--- config.mk ---
export PLATFORM = sky130hd
export DESIGN_NAME = wb_master_cmd
export DESIGN_NICKNAME = d
export VERILOG_FILES = /design/src/rtl/wb_master_cmd.sv
export SDC_FILE = /design/constraint.sdc
export NUM_CORES = 1
export LEC_CHECK = 0
export BUFFER_PORTS_ARGS = -buffer_cell sky130_fd_sc_hd__buf_2
export CORE_MARGIN = 10
export CORE_UTILIZATION = 47
export CTS_BUF_LIST = sky130_fd_sc_hd__clkbuf_8
export DETAILED_ROUTE_END_ITERATION = 7
export GPL_TIMING_DRIVEN = 1
export PLACE_DENSITY_LB_ADDON = 0.2
export SLEW_MARGIN = 20
export SYNTH_ARGS = -nofsm -noshare
export SYNTH_HDL_FRONTEND = slang
export SYNTH_SLANG_ARGS = --single-unit
--- constraint.sdc ---
create_clock -name clk -period 1.75 [get_ports clk]
set_input_delay 0.0875 -clock clk [delete_from_list [all_inputs] [get_ports clk]]
set_output_delay 0.0875 -clock clk [all_outputs]
set_load 0.02 [all_outputs]
--- src/rtl/wb_master_cmd.sv ---
// Wishbone classic single-transaction master driven by a valid/ready command port.
// Optional bus timeout enabled by defining WB_MASTER_CMD_TIMEOUT_EN.
module wb_master_cmd #(
  parameter int DATA_WIDTH     = 32,
  parameter int ADDR_WIDTH     = 32,
  parameter int SELECT_WIDTH   = 4,
  parameter int TIMEOUT_CYCLES = 255
) (
  input  logic                    clk,
  input  logic                    rst_n,
  input  logic [ADDR_WIDTH-1:0]   cmd_addr,
  input  logic [DATA_WIDTH-1:0]   cmd_data,
  input  logic                    cmd_we,
  input  logic [SELECT_WIDTH-1:0] cmd_sel,
  input  logic                    cmd_valid,
  output logic                    cmd_ready,
  output logic [DATA_WIDTH-1:0]   rsp_data,
  output logic                    rsp_err,
  output logic                    rsp_valid,
  input  logic                    rsp_ready,
  output logic [ADDR_WIDTH-1:0]   adr_o,
  output logic [DATA_WIDTH-1:0]   dat_o,
  input  logic [DATA_WIDTH-1:0]   dat_i,
  output logic                    we_o,
  output logic [SELECT_WIDTH-1:0] sel_o,
  output logic                    stb_o,
  output logic                    cyc_o,
  input  logic                    ack_i,
  input  logic                    err_i
);

  // Handshakes: a command transfers when cmd_valid && cmd_ready at a rising
  // edge; a response transfers when rsp_valid && rsp_ready at a rising edge.
  typedef enum logic [1:0] {IDLE, BUS, RESP} state_t;
  state_t state;

  logic to_hit;

  assign cmd_ready = (state == IDLE);

`ifdef WB_MASTER_CMD_TIMEOUT_EN
  logic [15:0] to_cnt;

  // Counter sits at zero outside BUS, so it is already cleared on BUS entry.
  always_ff @(posedge clk or negedge rst_n) begin
    if (!rst_n) begin
      to_cnt <= '0;
    end else if (state == BUS) begin
      to_cnt <= to_cnt + 16'd1;
    end else begin
      to_cnt <= '0;
    end
  end

  assign to_hit = (to_cnt == 16'(TIMEOUT_CYCLES - 1));
`else
  logic unused_timeout;
  assign unused_timeout = ^TIMEOUT_CYCLES;
  assign to_hit = 1'b0;
`endif

  always_ff @(posedge clk or negedge rst_n) begin
    if (!rst_n) begin
      state     <= IDLE;
      adr_o     <= '0;
      dat_o     <= '0;
      we_o      <= 1'b0;
      sel_o     <= '0;
      cyc_o     <= 1'b0;
      stb_o     <= 1'b0;
      rsp_valid <= 1'b0;
      rsp_err   <= 1'b0;
      rsp_data  <= '0;
    end else begin
      case (state)
        IDLE: begin
          if (cmd_valid) begin
            adr_o <= cmd_addr;
            dat_o <= cmd_data;
            we_o  <= cmd_we;
            sel_o <= cmd_sel;
            cyc_o <= 1'b1;
            stb_o <= 1'b1;
            state <= BUS;
          end
        end
        BUS: begin
          // ack_i wins over a timeout in the final cycle; err_i wins over ack_i.
          if (ack_i || err_i || to_hit) begin
            cyc_o     <= 1'b0;
            stb_o     <= 1'b0;
            rsp_valid <= 1'b1;
            rsp_err   <= err_i || !ack_i;
            rsp_data  <= (ack_i && !err_i && !we_o) ? dat_i : '0;
            state     <= RESP;
          end
        end
        RESP: begin
          if (rsp_ready) begin
            rsp_valid <= 1'b0;
            state     <= IDLE;
          end
        end
        default: state <= IDLE;
      endcase
    end
  end

endmodule

==> impl_metrics.ini <==
[pwr]
power_leakage_nw = 3.44
irDropWorstVdd_mv = 0.873
cellPowerDensity_nw_per_um2 = 1700
finalPower_mw = 11.3

[floorplanning]
die_h_um = 115
io_pins = 213
row_count = 34
initial_utilization = 0.484
dieArea_um2 = 13200
die_x_um = 115
core_area_um2 = 8720

[global_route]
grt_max_degree = 50
antenna_found_initial = 0
grt_pass1_wl_um = 20600
overflow = 0
grtUsageTotal = 0.197
grt_pass1_vias = 3794

[sta]
min_period_ps = 1490
final-max-slew-violation-count = 0
worst_pin_slew_ps = 341
fin_skew_ps = 12.7
setup_tns_ps = 0
clock.fmax_mhz = 670
max_slew_margin = 0.773
setup_violations = 0
rsz0062_at_grt = no
fin_crit_sh = 0.853
finalHoldViolCount = 0

[clock_tree]
clockRootBuffer = clkbuf_8
cts_setup_buffers = 0
clock-sinks = 106
cts_buffer_depth = 2
cts_tree = done
clkTransAtPathRegs_ps = 100
clk_latency_ps = 350
cts_buffers = 9
cts.htree.levels = 3

[drt]
postRouteAntennaNets = 0
drt_pass1_iterations = 4
wl_per_cell_um = 19.4
drt_wl_total_um = 13000
viasPerCell = 4.86
vias = 3269
drtIter0Drc = 145
drc = 0

[logic_synthesis]
synth.area.top_cells = dfrtp_1 (63%), mux2_4 (25%), a22o_1 (6.8%), buf_6 (2.9%), nor2b_4 (0.33%)
synth_top_area_share = 0.629
yosysSeqAreaShare = 0.629
yosys_warnings = 0
netlist_area_um2 = 4220
syn_avg_cell_area_um2 = 17.7
ys_ff_latch = 106
yosys.area.top_type = dfrtp_1
synth_cell_type_count = 19
synth_nets = 346
synthCells = 239

[placed_design]
placement.io_buffers = 212
place.gp.congestion = 0.733
dp_hpwl_um = 8470
placed_area_um2 = 5400

[hold_path]
holdPathStages = 2
min_to = rsp_err
hold_path.class = input port to register
hold_start = err_i

[final_layout]
diodes = 0
area_growth_pct = 56.7
final_area_um2 = 6610
multi_input_area_um2 = 1440
final.fill_count = 527
layout-drive-gt1-share = 0.550
regArea_um2 = 2650
layout.nets = 666

[setup_path]
cp-end-kind = register
worst_ep_arrival_time_ps = 1740
path_class = register to register
ff2ff_setup_slack_ps = 260
worstReg2RegEnd = adr_o[9]
cp_max_fo = 36
startpoint_type = register
worstPathRequired_ps = 1990
reg2reg_depth = 4
regToRegStartpoint = state[1]

[flow_run]
maxCapViolations = 0

[outcome]
status = complete, no violations
[timing repair]
item / in CTS / in global routing
endpoints found under the setup margin: 0 / 0
hold buffers: 104 / 0
endpoints found under the hold margin: 171 / 0
gates resized for setup: 0 / 0
[cell type report]
cell class | count | area share
clock inverters | 7 | 0.00795
repair buffers | 325 | 0.334
clock buffers | 9 | 0.0187
well taps | 108 | 0.0204
multi-input cells | 116 | 0.217
inverters | 1 | 0.000568
flip-flops and latches | 106 | 0.401
[per-stage QoR]
| stage | hold slack [ps] | worst slack, ps | utilization | instances |
|---|---|---|---|---|
| after floorplan | -208 | 212 | - | 239 |
| after global placement | 17.8 | 307 | 0.619 | 552 |
| after detailed placement | 20.8 | 283 | 0.619 | 552 |
| after CTS | 46.4 | 262 | 0.758 | 672 |
| after global routing | 38.9 | 174 | 0.758 | 672 |
| final | 58.1 | 258 | 0.758 | 672 |
[metal layers]
layer	vias to the layer above	track usage	wire (µm)
met4	0	0.0487	157
met1	1609	0.235	5270
met2	155	0.321	6350
met3	14	0.0849	1270
li1	1491	-	-
met5	-	0	0
[cells in the final DEF (no fill, tap or decap), drive strengths merged]
cell type,Yosys,layout
buf,14,221
dfrtp,106,106
dlygate4sd3,0,104
mux2,69,69
a22o,33,33
clkbuf,2,9
inv,1,4
clkinvlp,0,3
nor2,3,3
o21ai,3,3
nand2,2,2
nor2b,1,1
nor4bb,1,1
and2,1,1
mux2i,1,1
nand2b,1,1
a21o,1,1
clkinv,0,1
[report_power, final]
group	switching [mW]	internal, mW	leakage [nW]
combinational	2.95	2.67	2.06
sequential	0.682	3.58	1.30
clock	0.843	0.526	0.0837
total	4.47	6.78	3.44
[registers in the layout (all words and copies together) (netlist names)]
register / flops
adr_o: 32
state: 2
we_o: 1
dat_o: 32
cyc_o: 1
rsp_valid: 1
sel_o: 4
rsp_data: 32
rsp_err: 1
[worst max-delay path: stages, from the launching register on]
cell and delay (ps):
dfrtp_1 450, nor2_2 120, and2_4 180, buf_12 270, mux2_4 340
[cell families (layout without fill, tap and decap cells)]
kind of cell / after synthesis / after routing / synth area share
DFF: 106 / 106 / 0.629
buffers and inverters: 17 / 342 / 0.0362
muxes: 70 / 70 / 0.248
AOI/OAI and AO/OA: 37 / 37 / 0.0738
and+or+nand+nor: 9 / 9 / 0.0136
[worst max-delay path by stage]
stage | slack, ps | end | from
after detailed placement | 280 | adr_o[20] | state[0]
after CTS | 260 | adr_o[28] | state[0]
after global routing | 170 | adr_o[28] | state[0]
after global placement | 310 | adr_o[22] | state[1]
after floorplan | 210 | adr_o[0] | state[1]
final | 260 | adr_o[9] | state[1]
[cell usage after synthesis, drive strengths merged]
cell type / count
clkbuf: 2
o21ai: 3
buf: 14
nor4bb: 1
mux2i: 1
dfrtp: 106
nand2: 2
inv: 1
mux2: 69
nor2: 3
nand2b: 1
and2: 1
nor2b: 1
a21o: 1
a22o: 33
No activity file was read; power rests on OpenSTA's default activity.
